### src/rtl/mem_access_unit_if.sv
// Memory bus between the access unit and its data memory.
//   MemAddr  : word-aligned request address
//   MemWData : lane-replicated store data
//   MemBE    : byte enables (little-endian lanes)
//   MemReq   : request valid, held until MemAck or timeout
//   MemWe    : 1 = store, 0 = load
//   MemAck   : completion strobe from memory
//   MemRData : read data, valid with MemAck
interface mem_access_unit_if;
  logic [31:0] MemAddr;
  logic [31:0] MemWData;
  logic [3:0]  MemBE;
  logic        MemReq;
  logic        MemWe;
  logic        MemAck;
  logic [31:0] MemRData;

  modport master (
    output MemAddr, MemWData, MemBE, MemReq, MemWe,
    input  MemAck, MemRData
  );

  modport slave (
    input  MemAddr, MemWData, MemBE, MemReq, MemWe,
    output MemAck, MemRData
  );
endinterface

### src/rtl/mem_access_unit.sv
// MEM pipeline stage: issues loads/stores to a handshaked memory,
// stalls upstream while a transfer is in flight, formats load data and
// registers the write-back results plus the HI/LO multiplier outputs.
//   clk, rst_n           : clock, asynchronous active-low reset
//   ALUResultIn          : effective address or plain ALU result
//   MemDataIn            : store data
//   MultResultIn         : 64-bit product for HI/LO
//   rdRegIn, *In controls: EX/MEM control bits
//   dataTypeIn           : 00 word, 01 half, 10 byte, 11 word
//   mem                  : memory bus (master side)
//   Stall                : hold upstream stages
//   WBDataOut, rdRegOut, RegWriteOut : write-back register
//   HiOut, LoOut         : multiplier result registers
//   AlignErrOut, BusErrOut : one-cycle error pulses
module mem_access_unit (
  input  logic        clk,
  input  logic        rst_n,
  input  logic [31:0] ALUResultIn,
  input  logic [31:0] MemDataIn,
  input  logic [63:0] MultResultIn,
  input  logic [4:0]  rdRegIn,
  input  logic        RegWriteIn,
  input  logic        MemReadIn,
  input  logic        MemWriteIn,
  input  logic        MemToRegIn,
  input  logic        HiLoWriteIn,
  input  logic [1:0]  dataTypeIn,
  mem_access_unit_if.master mem,
  output logic        Stall,
  output logic [31:0] WBDataOut,
  output logic [4:0]  rdRegOut,
  output logic        RegWriteOut,
  output logic [31:0] HiOut,
  output logic [31:0] LoOut,
  output logic        AlignErrOut,
  output logic        BusErrOut
);

  typedef enum logic [1:0] {IDLE, REQ, DONE} state_t;

  state_t      state_q, state_d;
  logic [3:0]  cnt_q, cnt_d;
  logic [31:0] rdata_q, rdata_d;
  logic        berr_flag_q, berr_flag_d;

  logic [31:0] wb_data_q, hi_q, lo_q;
  logic [4:0]  rd_q;
  logic        reg_write_q, align_err_q, bus_err_q;

  logic        memop, aligned, misalign_idle, start;
  logic        is_byte, is_half;
  logic [1:0]  a_lo;
  logic [3:0]  be_sel;
  logic [31:0] wdata_sel, load_data;
  logic [7:0]  ld_byte;
  logic [15:0] ld_half;

  assign a_lo    = ALUResultIn[1:0];
  assign is_byte = (dataTypeIn == 2'b10);
  assign is_half = (dataTypeIn == 2'b01);
  assign memop   = MemReadIn | MemWriteIn;
  assign aligned = is_byte | (is_half & ~a_lo[0]) | (~is_byte & ~is_half & (a_lo == 2'b00));

  assign start         = (state_q == IDLE) & memop & aligned;
  assign misalign_idle = (state_q == IDLE) & memop & ~aligned;

  // Gated by rst_n so Stall drops immediately when reset asserts, even
  // while a memory op is still presented on the inputs.
  assign Stall = rst_n & (start | (state_q == REQ));

  // Store lane steering
  always_comb begin
    be_sel    = 4'b1111;
    wdata_sel = MemDataIn;
    if (is_byte) begin
      be_sel    = 4'b0001 << a_lo;
      wdata_sel = {4{MemDataIn[7:0]}};
    end else if (is_half) begin
      be_sel    = a_lo[1] ? 4'b1100 : 4'b0011;
      wdata_sel = {2{MemDataIn[15:0]}};
    end
  end

  // Little-endian load extraction with sign extension
  always_comb begin
    ld_byte   = rdata_q[8*a_lo +: 8];
    ld_half   = rdata_q[16*a_lo[1] +: 16];
    load_data = rdata_q;
    if (is_byte)
      load_data = {{24{ld_byte[7]}}, ld_byte};
    else if (is_half)
      load_data = {{16{ld_half[15]}}, ld_half};
  end

  assign mem.MemAddr  = {ALUResultIn[31:2], 2'b00};
  assign mem.MemWData = wdata_sel;
  assign mem.MemReq   = (state_q == REQ);
  assign mem.MemWe    = (state_q == REQ) & MemWriteIn;
  assign mem.MemBE    = (state_q == REQ) ? be_sel : 4'b0000;

  always_comb begin
    state_d     = state_q;
    cnt_d       = cnt_q;
    rdata_d     = rdata_q;
    berr_flag_d = berr_flag_q;
    case (state_q)
      IDLE: begin
        if (start) begin
          state_d     = REQ;
          cnt_d       = 4'd0;
          berr_flag_d = 1'b0;
        end
      end
      REQ: begin
        if (mem.MemAck) begin
          state_d = DONE;
          rdata_d = mem.MemRData;
        end else if (cnt_q == 4'hF) begin
          // 16th consecutive REQ cycle without acknowledge
          state_d     = DONE;
          berr_flag_d = 1'b1;
        end else begin
          cnt_d = cnt_q + 4'd1;
        end
      end
      DONE:    state_d = IDLE;
      default: state_d = IDLE;
    endcase
  end

  always_ff @(posedge clk or negedge rst_n) begin
    if (!rst_n) begin
      state_q     <= IDLE;
      cnt_q       <= 4'd0;
      rdata_q     <= 32'd0;
      berr_flag_q <= 1'b0;
    end else begin
      state_q     <= state_d;
      cnt_q       <= cnt_d;
      rdata_q     <= rdata_d;
      berr_flag_q <= berr_flag_d;
    end
  end

  always_ff @(posedge clk or negedge rst_n) begin
    if (!rst_n) begin
      wb_data_q   <= 32'd0;
      rd_q        <= 5'd0;
      reg_write_q <= 1'b0;
      hi_q        <= 32'd0;
      lo_q        <= 32'd0;
      align_err_q <= 1'b0;
      bus_err_q   <= 1'b0;
    end else begin
      align_err_q <= misalign_idle;
      bus_err_q   <= (state_q == DONE) & berr_flag_q;
      if (Stall) begin
        reg_write_q <= 1'b0;
      end else begin
        wb_data_q   <= MemToRegIn ? load_data : ALUResultIn;
        rd_q        <= rdRegIn;
        reg_write_q <= RegWriteIn & ~misalign_idle & ~((state_q == DONE) & berr_flag_q);
        if (HiLoWriteIn) begin
          hi_q <= MultResultIn[63:32];
          lo_q <= MultResultIn[31:0];
        end
      end
    end
  end

  assign WBDataOut   = wb_data_q;
  assign rdRegOut    = rd_q;
  assign RegWriteOut = reg_write_q;
  assign HiOut       = hi_q;
  assign LoOut       = lo_q;
  assign AlignErrOut = align_err_q;
  assign BusErrOut   = bus_err_q;

endmodule

### src/flat_wrapper.sv
// flat-port wrapper written by rule: the top's interface ports become plain ports
module mem_access_unit_flat 
  (clk, rst_n, ALUResultIn, MemDataIn, MultResultIn, rdRegIn, RegWriteIn, MemReadIn, MemWriteIn, MemToRegIn, HiLoWriteIn, dataTypeIn, Stall, WBDataOut, rdRegOut, RegWriteOut, HiOut, LoOut, AlignErrOut, BusErrOut, mem_MemAddr, mem_MemWData, mem_MemBE, mem_MemReq, mem_MemWe, mem_MemAck, mem_MemRData);
  mem_access_unit_if mem_i ();
  input  logic clk;
  input  logic rst_n;
  input  logic [31:0] ALUResultIn;
  input  logic [31:0] MemDataIn;
  input  logic [63:0] MultResultIn;
  input  logic [4:0] rdRegIn;
  input  logic RegWriteIn;
  input  logic MemReadIn;
  input  logic MemWriteIn;
  input  logic MemToRegIn;
  input  logic HiLoWriteIn;
  input  logic [1:0] dataTypeIn;
  output logic Stall;
  output logic [31:0] WBDataOut;
  output logic [4:0] rdRegOut;
  output logic RegWriteOut;
  output logic [31:0] HiOut;
  output logic [31:0] LoOut;
  output logic AlignErrOut;
  output logic BusErrOut;
  output wire logic [$bits(mem_i.MemAddr)-1:0] mem_MemAddr;
  output wire logic [$bits(mem_i.MemWData)-1:0] mem_MemWData;
  output wire logic [$bits(mem_i.MemBE)-1:0] mem_MemBE;
  output wire logic [$bits(mem_i.MemReq)-1:0] mem_MemReq;
  output wire logic [$bits(mem_i.MemWe)-1:0] mem_MemWe;
  input wire logic [$bits(mem_i.MemAck)-1:0] mem_MemAck;
  input wire logic [$bits(mem_i.MemRData)-1:0] mem_MemRData;
  assign mem_MemAddr = mem_i.MemAddr;
  assign mem_MemWData = mem_i.MemWData;
  assign mem_MemBE = mem_i.MemBE;
  assign mem_MemReq = mem_i.MemReq;
  assign mem_MemWe = mem_i.MemWe;
  assign mem_i.MemAck = mem_MemAck;
  assign mem_i.MemRData = mem_MemRData;
  mem_access_unit u_core (.clk(clk), .rst_n(rst_n), .ALUResultIn(ALUResultIn), .MemDataIn(MemDataIn), .MultResultIn(MultResultIn), .rdRegIn(rdRegIn), .RegWriteIn(RegWriteIn), .MemReadIn(MemReadIn), .MemWriteIn(MemWriteIn), .MemToRegIn(MemToRegIn), .HiLoWriteIn(HiLoWriteIn), .dataTypeIn(dataTypeIn), .mem(mem_i), .Stall(Stall), .WBDataOut(WBDataOut), .rdRegOut(rdRegOut), .RegWriteOut(RegWriteOut), .HiOut(HiOut), .LoOut(LoOut), .AlignErrOut(AlignErrOut), .BusErrOut(BusErrOut));
endmodule
### config.mk
export PLATFORM = sky130hd
export DESIGN_NAME = mem_access_unit_flat
export DESIGN_NICKNAME = d
export VERILOG_FILES = /design/src/rtl/mem_access_unit_if.sv /design/src/rtl/mem_access_unit.sv /design/src/flat_wrapper.sv
export SDC_FILE = /design/constraint.sdc
export NUM_CORES = 1
export LEC_CHECK = 0
export BUFFER_PORTS_ARGS = -buffer_cell sky130_fd_sc_hd__buf_2
export CORE_AREA = 2 2 137 139
export CTS_CLUSTER_SIZE = 14
export DETAILED_ROUTE_END_ITERATION = 10
export DIE_AREA = 0 0 139 141
export GPL_ROUTABILITY_DRIVEN = 0
export PLACE_DENSITY = 0.73
export SLEW_MARGIN = 15
export SYNTH_ARGS = -nofsm -noshare
export SYNTH_HDL_FRONTEND = slang
export SYNTH_SLANG_ARGS = --single-unit
### constraint.sdc
create_clock -name clk -period 2.5 [get_ports clk]
set_clock_uncertainty 0.05 [all_clocks]
set_input_delay 0 -clock clk [delete_from_list [all_inputs] [get_ports clk]]
set_output_delay 0 -clock clk [all_outputs]
set_load 0.02 [all_outputs]
==> Yosys cells after proc, flatten, opt, wreduce, memory -nomap -nowiden <==
Index checks and enable logic that the tools add are counted.
{ "classes": {"addsub": 1, "n_eq_ne": 10, "shifts": 3, "mux": 22, "bitwise": 22, "n_reduce_logical": 8} }
{ "ops": {"columns": ["cell", "count"], "rows": [
  ["$mux W32", 5],
  ["$shiftx A32 B6 Y16", 1],
  ["$shiftx A32 B6 Y8", 1],
  ["$mux W4", 7],
  ["$and A1 B1 Y1", 11],
  ["$pmux W4 S2", 1],
  ["$reduce_and A4 Y1", 2],
  ["$not A1 Y1", 7],
  ["$mux W2", 3],
  ["$reduce_and A2 Y1", 3],
  ["$add A4 B1 Y4 const B", 1],
  ["$eq A2 B1 Y1 const B", 2],
  ["$eq A2 B2 Y1 const B", 2],
  ["$eq A4 B4 Y1 const B", 1],
  ["$logic_not A2 Y1", 2],
  ["$mux W1", 4],
  ["$ne A2 B1 Y1 const B", 2],
  ["$ne A2 B2 Y1 const B", 2],
  ["$or A1 B1 Y1", 4],
  ["$pmux W2 S2", 1],
  ["$shl A1 B2 Y4 const A", 1],
  ["$ne A3 B1 Y1 const B", 1],
  ["$pmux W1 S2", 1],
  ["$reduce_bool A2 Y1", 1]
]} }
{ "word_totals": {"register_bits": 143, "in_bits": 175, "output_inout_bits": 175, "word_cells": 77} }

==> Longest topological paths before layout <==
Gate-level depths: netlist of run 1.
{ "logic_depth": {"depth_word": 11, "mapped_depth": 9, "ltp_nobuf": 6} }

==> Worst setup path before layout of run 1 <==
OpenSTA, ideal clock, no wires.
{ "synth_path": {"kind": "register -> register", "startpoint": "register u_core.state_q[0]", "endpoint": "register u_core.rdata_q[0]", "setup_ns": 0.125, "t_arrival_ns": 1.781, "t_required_ns": 2.325, "setup_slack_ns": 0.544, "path_stages_with_launch": 7, "n_path_buf": 2, "synth_period_minus_slack_ns": 1.956, "cell_sequence": "dfrtp_1 nand2b_1 clkbuf_1 clkinv_1 nand2_1 buf_2 mux2_2"} }
{ "synth_between": {"elab_chain_cells": 2} }
{ "synth_rtl": {"columns": ["item", "line_no", "source"], "rows": [
  ["from (decl)", "mem_access_unit.sv:41", "state_t state_q, state_d;"],
  ["from (signal assigned)", "mem_access_unit.sv:138", "state_q <= state_d;"],
  ["$eq A2 B1 Y1", null, null],
  ["via mem_MemReq", "flat_wrapper.sv:28", "output wire logic [$bits(mem_i.MemReq)-1:0] mem_MemReq;"],
  ["$reduce_and A2 Y1 (no source line)", null, null],
  ["to (signal assigned)", "mem_access_unit.sv:140", "rdata_q <= rdata_d;"],
  ["to (decl)", "mem_access_unit.sv:43", "logic [31:0] rdata_q, rdata_d;"]
]} }
The timed path passes the listed nets, and every way through them passes these cells.
A chain may end at the register's enable or synchronous reset.

==> Worst setup path in the final report of run 1 <==
{ "layout_path": {"startpoint": "register u_core.state_q[1]", "endpoint": "register u_core.hi_q[19], in the netlist u_core.HiOut[19]"} }
{ "layout_between": {"elab_chain_cells": 7, "word_cells_on_any_way": 8, "classes_between": "eq/ne: 1; bitwise: 5; reduce/logical: 2"} }
{ "layout_rtl": {"columns": ["item", "line_no", "source"], "rows": [
  ["$logic_not A2 Y1", "mem_access_unit.sv:64", "assign start = (state_q == IDLE) & memop & aligned;"],
  ["$and A1 B1 Y1 (2 in series)", "mem_access_unit.sv:64", null],
  ["$or A1 B1 Y1 *", "mem_access_unit.sv:69", "assign Stall = rst_n & (start | (state_q == REQ));"],
  ["$and A1 B1 Y1 *", "mem_access_unit.sv:69", null],
  ["$not A1 Y1 (no source line) *", null, null],
  ["$reduce_and A2 Y1 (no source line) *", null, null],
  ["to (signal assigned)", "mem_access_unit.sv:164", "hi_q <= MultResultIn[63:32];"],
  ["to (decl)", "mem_access_unit.sv:46", "logic [31:0] wb_data_q, hi_q, lo_q;"]
]} }
Mark *: on every way between the ends. The rest lies on a longest branch, timed or not.

==> key figures, run 1 <==
Synthesis
  • YS warnings: 0
  • Post-synth ARST share: between 90% and 100%
  • Top_reg_cell synth: dfrtp_1
  • Register bit total from synthesis: 143
  • Synth Instances: around 620
  • Area share of the largest cell type after synthesis: between 40 and 50%
  • Post-synth EDFFs: 0
  • Synth top area cells: dfrtp_1 47%, mux2_2 13%, mux2_4 12%
  • Cell with the most instances after synthesis: dfrtp_1
  • Post-synth top area cell: dfrtp_1
  • Synth Area per Inst: ~12 sq um
  • Commonest cells post-synth: 143 x dfrtp_1, 89 x mux2_2, 60 x mux2_4, 43 x buf_4, 40 x inv_1
  • Synth unique cells: 48
  • Netlist Area Pre-Place: 7590 sq um
  • Seq/Total Area, Yosys: 47.1%

Floorplan
  • Core Box Area: roughly 18000 sq um
  • Initial Utilization: between 40% and 50%
  • Num rows: 50
  • I/O pin cnt: between 300 and 400
  • Die footprint: 19600 sq um
  • Die H: 141 microns
  • Die W: 139 microns

Job
  • Number of max-cap violations: 0

Outcome
  • Status: completed

Power and ir drop
  • PnR Total Power: 9.63 mW
  • Power density over the cells: roughly 870 nW/um^2
  • Peak VDD IR: roughly 0.00058 V
  • Leakage: 5.55 nW

Final layout
  • Share of layout cells above drive strength 1: approximately 52%
  • P&R area growth vs syn: 45.9%
  • Number of fillers in the final layout: between 1000 and 1500
  • Final nets: around 1200
  • Register Area: 3580 sq um
  • Ant diodes: 0
  • Area of the multi-input gates: 3270 sq um

Clocking
  • TritonCTS Buffers: 17
  • Clk_lat worst skew: ~0.41 ns
  • CTS tree: yes
  • Clock Path Buffers: 2
  • Root Buffer: clkbuf_16
  • CTS Hold Bufs: 130
  • Cts repair resizes: 0
  • Reg clk slew, reported paths: ~0.060 ns
  • Post-CTS setup buffer count: 0
  • H-tree Lvls: 4
  • Clock Sinks: 143

Routing
  • DRT Wirelength: 24.2 mm
  • DR WL/cell: roughly 19 microns
  • Post-route DRC violation count: 0
  • Post-DRT Antenna Nets: 0
  • Drt pass-1 iters: 4
  • Routed vias/inst: 4.98
  • Initial DRC count: 425
  • Via count: between 6000 and 7000

Place
  • IO Port Bufs: roughly 350
  • HPWL Detailed: between 15 and 20 mm

Timing
  • Tmin final: 2.13 ns
  • FMAX: 469 MHz
  • Slew Limit Headroom: 45.7%
  • Final hold violation count: 0
  • Fin. max-slew vios: 0
  • Worst slew pin tran: 0.804 ns
  • Setup TNS: 0 ns
  • RSZ-0062 raised after global routing: no
  • Period utilisation layout: between 80% and 90%
  • Setup Viol. Count Final: 0

Global routing
  • Initial antenna violation count: 0
  • First-pass GRT wire length: 37.1 mm
  • Vias in the first global route: ~6600
  • Gr ovfl total: 0
  • GRT Util Overall: around a quarter
  • Pin count of the biggest net entering global routing: ~140

Critical path
  • Nature of the critical path endpoint: register
  • Worst Path Max Fanout: 32
  • Startpoint Class: register
  • Kind of critical path: reg2reg
  • R2R depth: 5
  • CP required: between 2 and 3 ns
  • Worst Path Arrival: 2.37 ns

Min path
  • Worst min path class: in2reg
  • Hold-critical path depth: 4
flip-flops by register name (all words and copies together) (netlist names):
name and count:
u_core.BusErrOut 1, u_core.rdRegOut 5, u_core.WBDataOut 32, u_core.AlignErrOut 1
u_core.state_q 2, u_core.RegWriteOut 1, u_core.rdata_q 32, u_core.LoOut 32
u_core.cnt_q 4, u_core.HiOut 32, u_core.berr_flag_q 1
layer usage:
metal  GRT usage [%]  vias up  wire, microns
li1                -     3019              -
met1            31.8     3144          10300
met3            6.01       49           1340
met5               0        -              0
met2            39.5      236          11900
met4            8.51        0            677
worst max-delay path: stages (launching register included):
cell and delay [ns]:
dfrtp_1 0.40, nor2b_1 0.27, and2_1 0.23, a221o_4 0.38, buf_12 0.29, mux2_4 0.33
final timing paths:
| check | startpoint | endpoint | slack [ns] |
|---|---|---|---|
| max | u_core.state_q[1] | u_core.HiOut[19] | 0.37 |
| min | ALUResultIn[10] | u_core.WBDataOut[10] | 0.03 |
| max reg2reg | u_core.state_q[1] | u_core.HiOut[19] | 0.37 |
| min reg2reg | u_core.WBDataOut[14] | u_core.WBDataOut[14] | 0.45 |
| max in group asynchronous | rst_n | u_core.rdata_q[21] | 1.58 |
| min in group asynchronous | rst_n | u_core.HiOut[30] | 0.20 |
placed cells by master (no fill, tap or decap), types with 2 or more instances in the layout:
| master | instances |
|---|---|
| buf_2 | 346 |
| dfrtp_1 | 143 |
| dlygate4sd3_1 | 130 |
| mux2_2 | 89 |
| mux2_4 | 60 |
| inv_1 | 40 |
| a211oi_1 | 26 |
| o22ai_1 | 25 |
| o21ai_0 | 23 |
| nand2_1 | 20 |
| nor2_1 | 18 |
| nor2b_1 | 18 |
| clkbuf_16 | 17 |
| and3_1 | 11 |
| mux2i_1 | 8 |
| a21oi_1 | 7 |
| o211ai_1 | 7 |
| a41oi_1 | 7 |
| buf_4 | 7 |
| buf_12 | 5 |
| clkinv_2 | 4 |
| nand2b_1 | 3 |
| and2_1 | 3 |
| clkinvlp_4 | 3 |
| nand3b_1 | 2 |
| nor3b_1 | 2 |
| a311o_1 | 2 |
| ha_2 | 2 |
| conb_1 | 2 |
| clkinv_4 | 2 |
| inv_6 | 2 |
| bufinv_16 | 2 |
kinds of logic (layout without fill, tap and decap cells):
kind of cell    Yosys count  in the layout  share of synthesized area [%]
fa+ha+maj                 3              3                          0.495
simple gates             85             85                           6.30
mux                     158            158                           26.4
buf+inv                 124            562                           10.0
compound gates          107            107                           9.55
flops                   143            143                           47.1
other cells               1              2                         0.0494
per-stage QoR:
step / std cells / area (sq um) / hold WS, ns / worst slack (ns) / util (%)
after floorplan: 622 / 7590 / -0.346 / 0.544 / -
after global placement: 1132 / 9200 / 0.140 / 0.282 / 50.3
after detailed placement: 1132 / 9200 / 0.147 / 0.262 / 50.3
after CTS: 1294 / 11100 / 0.00392 / 0.365 / 60.6
after global routing: 1294 / 11100 / 0.0301 / 0.287 / 60.6
final: 1294 / 11100 / 0.0297 / 0.369 / 60.6
layout make-up:
| type | count | area share [%] |
|---|---|---|
| Sequential cell | 143 | 32.3 |
| Timing Repair Buffer | 489 | 28.9 |
| Clock inverter | 13 | 1.24 |
| Multi-Input combinational cell | 355 | 29.6 |
| Inverter | 41 | 1.39 |
| Tap cell | 234 | 2.64 |
| Clock buffer | 19 | 4.00 |
where the power goes:
| part | leakage (nW) | internal [mW] | switching [mW] |
|---|---|---|---|
| combinational | 3.57 | 1.71 | 1.84 |
| sequential | 1.70 | 3.03 | 0.538 |
| clock | 0.280 | 1.50 | 1.02 |
No activity file was read; power rests on OpenSTA's default activity.
==> inputs of run 2 (changes only) <==
--- a/config.mk
+++ b/config.mk
@@ -5,13 +5,12 @@
 export SDC_FILE = /design/constraint.sdc
 export NUM_CORES = 1
 export LEC_CHECK = 0
-export BUFFER_PORTS_ARGS = -buffer_cell sky130_fd_sc_hd__buf_2
-export CORE_AREA = 2 2 137 139
+export CORE_AREA = 2 2 138 140
 export CTS_CLUSTER_SIZE = 14
 export DETAILED_ROUTE_END_ITERATION = 10
-export DIE_AREA = 0 0 139 141
+export DIE_AREA = 0 0 140 142
+export DONT_BUFFER_PORTS = 1
 export GPL_ROUTABILITY_DRIVEN = 0
-export PLACE_DENSITY = 0.73
 export SLEW_MARGIN = 15
 export SYNTH_ARGS = -nofsm -noshare
 export SYNTH_HDL_FRONTEND = slang
==> run 2 against run 1 <==
  * The run now ends with DRC, hold timing left
  * Final area is 14% lower
  * Power is 6.2% lower
  * Setup slack worse by 0.33 ns
  * Combinational power is 36% lower
  * Hold slack worse by 0.81 ns
  * Clock power hardly changed
  * Sequential share of layout area is 5.1 points higher
  * Die area is 1.4% higher
  * Register-to-register slack worse by 0.33 ns
  * Non-clock buffer count is 326 lower
  * Critical path depth stayed put
  * Critical path type unchanged
  * Largest power group unchanged
==> key figures, run 2 (synthesis gave the netlist of run 1 again) <==
Final layout
  • Most common cell after layout, fill and taps aside: dlygate4sd3_1
  • Most frequent cells in the layout: 150 x dlygate4sd3_1, 142 x dfrtp_1, 89 x mux2_2, 60 x mux2_4, 40 x inv_1
  • Final nets: 899 (-27%)
  • P&R area growth vs syn: 26.0%
  • Share of layout cells above drive strength 1: 28.2% (-24 points)
  • Post-layout util: 51.8% (-8.8 points)

Timing
  • Setup Viol. Count Final: 0 (unchanged)
  • Slew Limit Headroom: 51.8% (+6.1 points)
  • Fin. max-slew vios: 0 (unchanged)
  • Final hold violation count: 143 (+143)
  • Tmin final: 2.46 ns (+0.333 ns)
  • Period utilisation layout: 98.6% (+13 points)
  • Setup TNS: 0 ns (unchanged)
  • Hold slack: -0.776 ns (-0.806 ns)
  • FMAX: 406 MHz (-14%)
  • Worst slew pin tran: 0.716 ns (-0.0883 ns)
  • Setup ws final: 0.0360 ns (-0.333 ns)

Critical path
  • Crit path max-delay family: multiplexers
  • Worst path cell trace: mux2_2 > a211oi_1 > o22ai_1 > dlygate4sd3_1 > mux2_2
  • R2R depth: 5 (unchanged)
  • Nature of the critical path endpoint: register
  • FF-to-FF End: u_core.WBDataOut[19]
  • Worst R2R Setup Slack: 0.04 ns (-0.33 ns)
  • Worst Path Arrival: 2.71 ns (+0.34 ns)
  • Startpoint Class: register
  • Bufs and invs on worst path: 1 (unchanged)
  • CP most frequent cell: mux2_2
  • Worst Path Max Fanout: 15 (-53%)
  • Largest stage delay, worst path: 0.57 ns (+0.17 ns)
  • CP required: 2.75 ns (about the same)
  • Slowest CP cell: dlygate4sd3_1
  • Kind of critical path: reg2reg
  • Critical R2R Launch: u_core.rdata_q[15]
  • Critical path depth in cells: 5 (unchanged)

Outcome
  • Status: complete, but fails checks
  • Failing checks: DRC, hold timing

Routing
  • Met2 wire length: 10.9 mm (-8.0%)
  • Met1 Wirelength: 8.69 mm (-16%)
  • Post-route DRC violation count: 36 (+36)
  • DRT Wirelength: 21.4 mm (-12%)
  • Routed vias/inst: 5.36 (+7.6%)
  • Drt pass-1 iters: 8 (+4)
  • Via count: 5195 (-19%)
  • DR WL/cell: 22.0 microns (+18%)
  • Initial DRC count: 319 (-25%)
  • Post-DRT Antenna Nets: 0 (unchanged)
  • WL met3: 1.56 mm (+16%)
  • Top sig layer: met4

Clocking
  • Reg clk slew, reported paths: 0.07 ns (about the same)
  • TritonCTS Buffers: 17 (unchanged)
  • CTS Hold Bufs: 151 (+16%)
  • Root Buffer: clkbuf_16
  • Clock Path Buffers: 2 (unchanged)
  • Clk_lat worst skew: 0.41 ns (about the same)
  • CTS tree: yes
  • H-tree Lvls: 4 (unchanged)
  • Clock Sinks: 143 (unchanged)

Global routing
  • Vias in the first global route: 5488 (-17%)
  • Initial antenna violation count: 0 (unchanged)
  • GRT Util Overall: 20.9% (-3.4 points)
  • Pin count of the biggest net entering global routing: 145 (+0.69%)
  • Gr ovfl total: 0 (unchanged)
  • First-pass GRT wire length: 32.0 mm (-14%)

Power and ir drop
  • Power density over the cells: 945 nW/um^2 (+8.7%)
  • PnR Total Power: 9.04 mW (-6.2%)
  • Leakage: 4.27 nW (-23%)
  • Peak VDD IR: 0.000480 V (-18%)

Floorplan
  • I/O pin cnt: 350 (unchanged)
  • Die H: 142 microns (+0.71%)
  • Initial Utilization: 41.1% (-0.42 points)
  • Die W: 140 microns (+0.72%)
  • Die footprint: 19900 sq um (+1.4%)
  • Num rows: 50 (unchanged)
  • Core Box Area: 18500 sq um (+1.0%)

Place
  • Pre-CTS setup slack: 0.411 ns (+0.149 ns)
  • HPWL Detailed: 14.3 mm (-12%)
  • IO Port Bufs: 0 (-100%)

Job
  • Number of max-cap violations: 0 (unchanged)

Min path
  • Worst min path class: in2async
[run 2: repair_timing]
action | 4_1_cts | 5_1_grt
setup buffers | 0 | 4
endpoints found under the setup margin | 0 | 5
endpoints found under the hold margin | 323 | 143
gates resized for setup | 0 | 2
[run 2: how the worst max path moves through the flow]
stage / slack (ns) / start / endpoint
6_report: 0.04 / u_core.rdata_q[15] / u_core.WBDataOut[19]
5_1_grt: -0.08 / u_core.rdata_q[15] / u_core.WBDataOut[19]
4_1_cts: 0.06 / u_core.rdata_q[31] / u_core.WBDataOut[8]
3_5_place_dp: 0.41 / dataTypeIn[0] / u_core.WBDataOut[22]
3_3_place_gp: 0.49 / dataTypeIn[0] / u_core.WBDataOut[26]
2_1_floorplan: 0.54 / u_core.state_q[0] / u_core.rdata_q[0]
[run 2: final cells by class]
| type | count | area, sq um |
|---|---|---|
| Antenna cell | 1 | 2.50 |
| Clock buffer | 18 | 439 |
| Clock inverter | 14 | 146 |
| Fill cell | 1580 | 8890 |
| Inverter | 41 | 154 |
| Multi-Input combinational cell | 355 | 3280 |
| Sequential cell | 143 | 3580 |
| Tap cell | 234 | 293 |
| Timing Repair Buffer | 163 | 1670 |
[run 2: through the flow]
stage                     hold WS, ns  cell area [sq um]  instances
after global placement         -0.342               7390        780
after CTS                      -0.792               9500        963
final                          -0.776               9560        969
after floorplan                -0.346               7590        622
after detailed placement       -0.344               7390        780
after global routing           -0.806               9560        968
[run 2: power breakdown]
part	internal [mW]	switching (mW)	total, mW
registers	3.03	1.24	4.27
clock network	1.43	1.08	2.52
logic	1.32	0.940	2.26
[run 2: layer usage]
layer  up-vias  track usage (%)
li1       2363                -
met1      2603             26.0
met2       215             35.5
met3        14             7.57
met4         0             4.04
met5         -                0
